==> config.mk <==
export PLATFORM = sky130hd
export DESIGN_NAME = regfile_read2
export DESIGN_NICKNAME = d
export VERILOG_FILES = /design/src/rtl/regfile_pkg.sv /design/src/rtl/regfile_word.sv /design/src/rtl/regfile_read2.sv
export SDC_FILE = /design/constraint.sdc
export NUM_CORES = 2
export LEC_CHECK = 0
export CAP_MARGIN = 5
export CORE_ASPECT_RATIO = 1.25
export CORE_UTILIZATION = 60
export DETAILED_ROUTE_END_ITERATION = 7
export GPL_ROUTABILITY_DRIVEN = 0
export PLACE_DENSITY = 0.84
export SLEW_MARGIN = 20
export SYNTH_ARGS = -nofsm -noshare
export SYNTH_HDL_FRONTEND = slang
export SYNTH_SLANG_ARGS = --single-unit
==> constraint.sdc <==
create_clock -name clk -period 4.2 [get_ports clk]
set_clock_uncertainty 0.1 [all_clocks]
set_input_delay 0.63 -clock clk [delete_from_list [all_inputs] [get_ports clk]]
set_output_delay 0.63 -clock clk [all_outputs]
set_load 0.1 [all_outputs]
==> src/rtl/regfile_pkg.sv <==
// Shared defaults and types for the dual-read register file.
// Holds width/depth defaults, the zero address and the output buffer state.
package regfile_pkg;

  localparam int DEF_WIDTH  = 32;
  localparam int DEF_DEPTH  = 32;
  localparam int DEF_ADDR_W = 5;

  localparam logic [DEF_ADDR_W-1:0] ZERO_ADDR = '0;

  typedef enum logic {
    EMPTY = 1'b0,
    FULL  = 1'b1
  } obuf_state_e;

endpackage

==> src/rtl/regfile_word.sv <==
// One storage word with write enable and async active-low clear.
// Ports: clk, i_rst_n, i_we, i_d[WIDTH], o_q[WIDTH].
import regfile_pkg::*;

module regfile_word #(
  parameter int WIDTH = DEF_WIDTH
) (
  input  logic             clk,
  input  logic             i_rst_n,
  input  logic             i_we,
  input  logic [WIDTH-1:0] i_d,
  output logic [WIDTH-1:0] o_q
);

  logic [WIDTH-1:0] r_q;

  always_ff @(posedge clk or negedge i_rst_n) begin
    if (!i_rst_n) begin
      r_q <= '0;
    end else if (i_we) begin
      r_q <= i_d;
    end
  end

  assign o_q = r_q;

endmodule

==> src/rtl/regfile_read2.sv <==
// 32x32 register file with two-operand registered read response
// (valid/ready). Ports: clk, reset_n, wr_en/wr_addr/wr_data,
// req_valid/req_ready/req_addr_a/req_addr_b,
// rsp_valid/rsp_ready/rsp_data_a/rsp_data_b.
// Option: define REGFILE_BYPASS_EN to forward same-edge write data.
import regfile_pkg::*;

module regfile_read2 #(
  parameter int WIDTH  = DEF_WIDTH,
  parameter int DEPTH  = DEF_DEPTH,
  parameter int ADDR_W = DEF_ADDR_W
) (
  input  logic              clk,
  input  logic              reset_n,
  input  logic              wr_en,
  input  logic [ADDR_W-1:0] wr_addr,
  input  logic [WIDTH-1:0]  wr_data,
  input  logic              req_valid,
  output logic              req_ready,
  input  logic [ADDR_W-1:0] req_addr_a,
  input  logic [ADDR_W-1:0] req_addr_b,
  output logic              rsp_valid,
  input  logic              rsp_ready,
  output logic [WIDTH-1:0]  rsp_data_a,
  output logic [WIDTH-1:0]  rsp_data_b
);

  localparam logic [ADDR_W-1:0] ZA = ADDR_W'(ZERO_ADDR);

  logic [WIDTH-1:0] w_word [DEPTH];
  logic [DEPTH-1:1] w_we;
  logic             w_wr_ok;
  logic [WIDTH-1:0] w_rd_a;
  logic [WIDTH-1:0] w_rd_b;
  logic             w_accept;

  obuf_state_e r_state;
  obuf_state_e w_state_nxt;
  logic [WIDTH-1:0] r_data_a;
  logic [WIDTH-1:0] r_data_b;

  // Word 0 is hardwired; it has no storage.
  assign w_word[0] = '0;

  assign w_wr_ok = wr_en
                && (wr_addr != ZA)
                && (32'(wr_addr) < DEPTH);

  always_comb begin
    w_we = '0;
    for (int i = 1; i < DEPTH; i++) begin
      w_we[i] = w_wr_ok && (wr_addr == ADDR_W'(i));
    end
  end

  for (genvar g = 1; g < DEPTH; g++) begin : g_word
    regfile_word #(
      .WIDTH (WIDTH)
    ) u_word (
      .clk     (clk),
      .i_rst_n (reset_n),
      .i_we    (w_we[g]),
      .i_d     (wr_data),
      .o_q     (w_word[g])
    );
  end

  always_comb begin
    w_rd_a = '0;
    if (32'(req_addr_a) < DEPTH) begin
      w_rd_a = w_word[req_addr_a];
    end
`ifdef REGFILE_BYPASS_EN
    // Same-edge write wins; w_wr_ok already excludes address 0.
    if (w_wr_ok && (wr_addr == req_addr_a)) begin
      w_rd_a = wr_data;
    end
`endif
  end

  always_comb begin
    w_rd_b = '0;
    if (32'(req_addr_b) < DEPTH) begin
      w_rd_b = w_word[req_addr_b];
    end
`ifdef REGFILE_BYPASS_EN
    if (w_wr_ok && (wr_addr == req_addr_b)) begin
      w_rd_b = wr_data;
    end
`endif
  end

  // A full buffer can refill in the same cycle it drains.
  assign req_ready = (r_state == EMPTY) || rsp_ready;
  assign w_accept  = req_valid && req_ready;

  always_comb begin
    w_state_nxt = r_state;
    unique case (r_state)
      EMPTY: begin
        if (w_accept) w_state_nxt = FULL;
      end
      FULL: begin
        if (rsp_ready && !w_accept) w_state_nxt = EMPTY;
      end
    endcase
  end

  always_ff @(posedge clk or negedge reset_n) begin
    if (!reset_n) begin
      r_state  <= EMPTY;
      r_data_a <= '0;
      r_data_b <= '0;
    end else begin
      r_state <= w_state_nxt;
      if (w_accept) begin
        r_data_a <= w_rd_a;
        r_data_b <= w_rd_b;
      end
    end
  end

  assign rsp_valid  = (r_state == FULL);
  assign rsp_data_a = r_data_a;
  assign rsp_data_b = r_data_b;

endmodule

==> flow_metrics.py <==
metrics = {
    "synthesis": {
        "synthTopCellsByArea": "dfrtp_1 48%, mux4_2 20%, mux2_2 15%",
        "syn_inst": 3611,
        "synth_mux_area_frac": 0.4403,
        "syn_nets": 3663,
        "synth_compound_area_frac": 0.03367,
        "synth_cell_types": 39,
        "synth_top_area_frac": 0.4780,
        "avgSynthCellArea_um2": 15.32,
        "syn_area_um2": 55340,
        "synth_adder_area_share": 0,
        "synthXorXnorAreaFrac": 0,
        "yosys.area_share.simple": 0.01492,
        "post-synth-top-area-cell": "dfrtp_1",
        "synth_warnings": 0,
        "ys_ff_latch": 1057,
        "synth_top_family_by_area": "multiplexers",
        "yosysSeqAreaShare": 0.4780,
    },
    "cts": {
        "cts_resized": 0,
        "cts_buffers": 102,
        "cts_tree": "done",
        "htreeDepth": 3,
        "cts_sinks": 1057,
        "cts_hold_buffers": 1,
        "clk_pin_slew_ps": 60,
        "post_cts_buffers": 0,
        "clockBufferDepth": 3,
        "clk_latency_ps": 700,
        "clock-root-buffer": "clkbuf_16",
    },
    "drt": {
        "drc_errors": 0,
        "vias": 34547,
        "wl_per_cell_um": 31.75,
        "first_pass_iters": 5,
        "totalWireLength_mm": 154.3,
        "antenna_left": 0,
        "drt-initial-drc-count": 3697,
        "drt-vias-per-instance": 7.111,
    },
    "grt": {
        "grtUsageMet2": 0.5229,
        "grt_pass1_vias": 36851,
        "grt_first_pass_wirelength_mm": 236.0,
        "top_usage_layer": "met2",
        "grt_start_max_net_pins": 94,
        "met1_usage": 0.4633,
        "grt_usage": 0.3418,
        "use_met3": 0.07565,
        "grt_overflow": 0,
        "antenna_found_initial": 6,
    },
    "cells_and_area": {
        "layout-drive-gt1-share": 0.4342,
        "nNetsFinal": 3633,
        "fin_cells": 4858,
        "final_area_um2": 61320,
        "syn_to_final_growth_pct": 10.81,
    },
    "setup_path": {
        "worst_path_largest_cell_delay_ps": 1230,
        "start_kind": "flop",
        "path_cells": "clkdlybuf4s50_1",
        "end_kind": "output port",
        "critical-path-top-delay-family": "buffers and inverters",
        "crit_type": "reg -> out",
        "critical_path_required_ps": 3470,
        "slowest_stage": "clkdlybuf4s50_1",
        "crit_buf_inv": 1,
        "crit_fanout": 2,
        "arrival_ps": 2400,
    },
    "hold_path": {
        "holdCritPathClass": "reg -> reg",
    },
    "die": {
        "die_h_um": 341.5,
        "start_util": 0.6055,
        "dieArea_um2": 93450,
        "row_count": 124,
        "core_region_area_um2": 91380,
        "num_io_pins": 118,
        "die_w_um": 273.6,
    },
    "pwr": {
        "total_power_uw": 30250,
        "power_frac_seq": 0.453,
        "combPwrFrac": 0.233,
        "power.density_nw_per_um2": 493.3,
        "p_int_uw": 21360,
        "p_sw_uw": 8892,
        "p_sw_frac": 0.2940,
        "ir_worst_vdd_uv": 316.1,
        "leakagePower_uw": 0.02662,
        "clockPowerShare": 0.314,
    },
    "timing": {
        "rsz0062_at_grt": "no",
        "setup_tns_ps": 0,
        "postLayoutSetupSlackWorst_ps": 1070,
        "setup_violations": 0,
        "maxSlewHeadroom": 0.2448,
        "fin_crit_sh": 0.7451,
        "drv_slew": 0,
        "min_period_ps": 3130,
        "worst_pin_slew_ps": 1129,
        "finalHoldViolCount": 0,
        "fmax_ghz": 0.3195,
    },
    "placement": {
        "hpwl_mm": 92.25,
        "dp_slack_ps": 634.6,
        "dpl.cell_count": 4673,
        "postPlaceCellArea_um2": 57920,
        "portBuffers": 117,
    },
    "job": {
        "cap_violations": 0,
    },
    "status": {
        "status": "completed",
    },
}
## placed cells by master (no fill, tap or decap), types with 18 or more instances in the layout
master	Yosys	routed
clkbuf_16	0	102
mux2_1	346	346
o21ai_1	69	69
clkdlybuf4s50_1	0	97
clkbuf_1	194	24
mux2i_1	112	112
a22o_1	32	32
buf_12	0	42
o211ai_1	19	19
nor2_1	36	27
nand2_1	114	101
clkinv_2	0	18
a22oi_1	80	80
a21oi_1	31	31
mux4_2	481	481
dfrtp_1	1057	1057
clkbuf_8	0	21
mux2_2	756	756
buf_4	21	97
## through the flow
step / hold slack [ps] / util
4_1_cts: 388.5 / 0.6714
6_report: 385.9 / 0.6710
2_1_floorplan: 234.4 / -
3_5_place_dp: 374.9 / 0.6338
5_1_grt: 399.2 / 0.6710
3_3_place_gp: 366.6 / 0.6339
## flip-flops by register name, summed over array words and instances (netlist names)
register / count
rsp_valid: 1
rsp_data_b: 32
rsp_data_a: 32
g_word.u_word.o_q: 992
## path summary, 6_finish.rpt
check,start,to,slack (ps),depth (start not counted)
min reg2reg,rsp_data_a[0],rsp_data_a[0],390,2
min in group asynchronous,reset_n,g_word[8].u_word.o_q[28],510,2
max,rsp_data_b[9],rsp_data_b[9],1070,1
max reg2reg,rsp_valid,rsp_data_b[11],1750,6
max in group asynchronous,reset_n,g_word[2].u_word.o_q[1],2410,3
min,rsp_data_a[0],rsp_data_a[0],390,2
## cell families (layout without fill, tap and decap cells)
kind of cell	after synthesis	in the layout
mux	1695	1695
flops	1057	1057
buf+inv	389	438
compound gates	277	277
simple gates	193	193
other cells	0	1
## Yosys cell counts, drive strengths merged
library cell,instances
a221oi,1
nor2b,6
clkbuf,194
a21oi,31
nand3b,2
a211oi,1
and3,3
nor3b,3
nor2,36
o2bb2ai,2
dfrtp,1057
a211o,1
nand2b,7
inv,1
nand3,12
a31oi,1
a22oi,80
buf,194
nor3,6
o311ai,2
mux2i,112
a2bb2oi,1
o221ai,10
o41ai,1
a22o,32
a32oi,10
mux2,1102
o211ai,19
nand2,114
o21ai,85
mux4,481
and2,4
## worst register-to-register path, stage by stage (launching register included)
cell	delay [ps]
dfrtp_1	380
nand2b_1	180
nand2_4	340
nor3_4	780
buf_4	370
a22oi_1	140
o211ai_1	100
## power by group through the flow
stage / registers [uW] / clock network, uW / logic [uW]
finish: 13700 / 9490 / 7040
global route: 14000 / 9940 / 7450
floorplan: 14200 / 0 / 4510
detailed placement: 13800 / 0 / 7000
CTS: 13700 / 9560 / 7050
global placement: 13700 / 0 / 6800
## final cells by class
cell class,count,area [um^2]
Antenna cell,1,2.502
Clock buffer,146,2918
Clock inverter,37,503.0
Fill cell,5941,30060
Inverter,1,3.754
Multi-Input combinational cell,2165,27240
Sequential cell,1057,26450
Tap cell,1197,1498
Timing Repair Buffer,254,2700
## layer usage
layer,vias up,part of all wire
met3,502,0.099
met5,-,0.00044
met2,1825,0.47
met1,18373,0.38
li1,13837,-
met4,10,0.056
(Power assumes the default switching activity.)
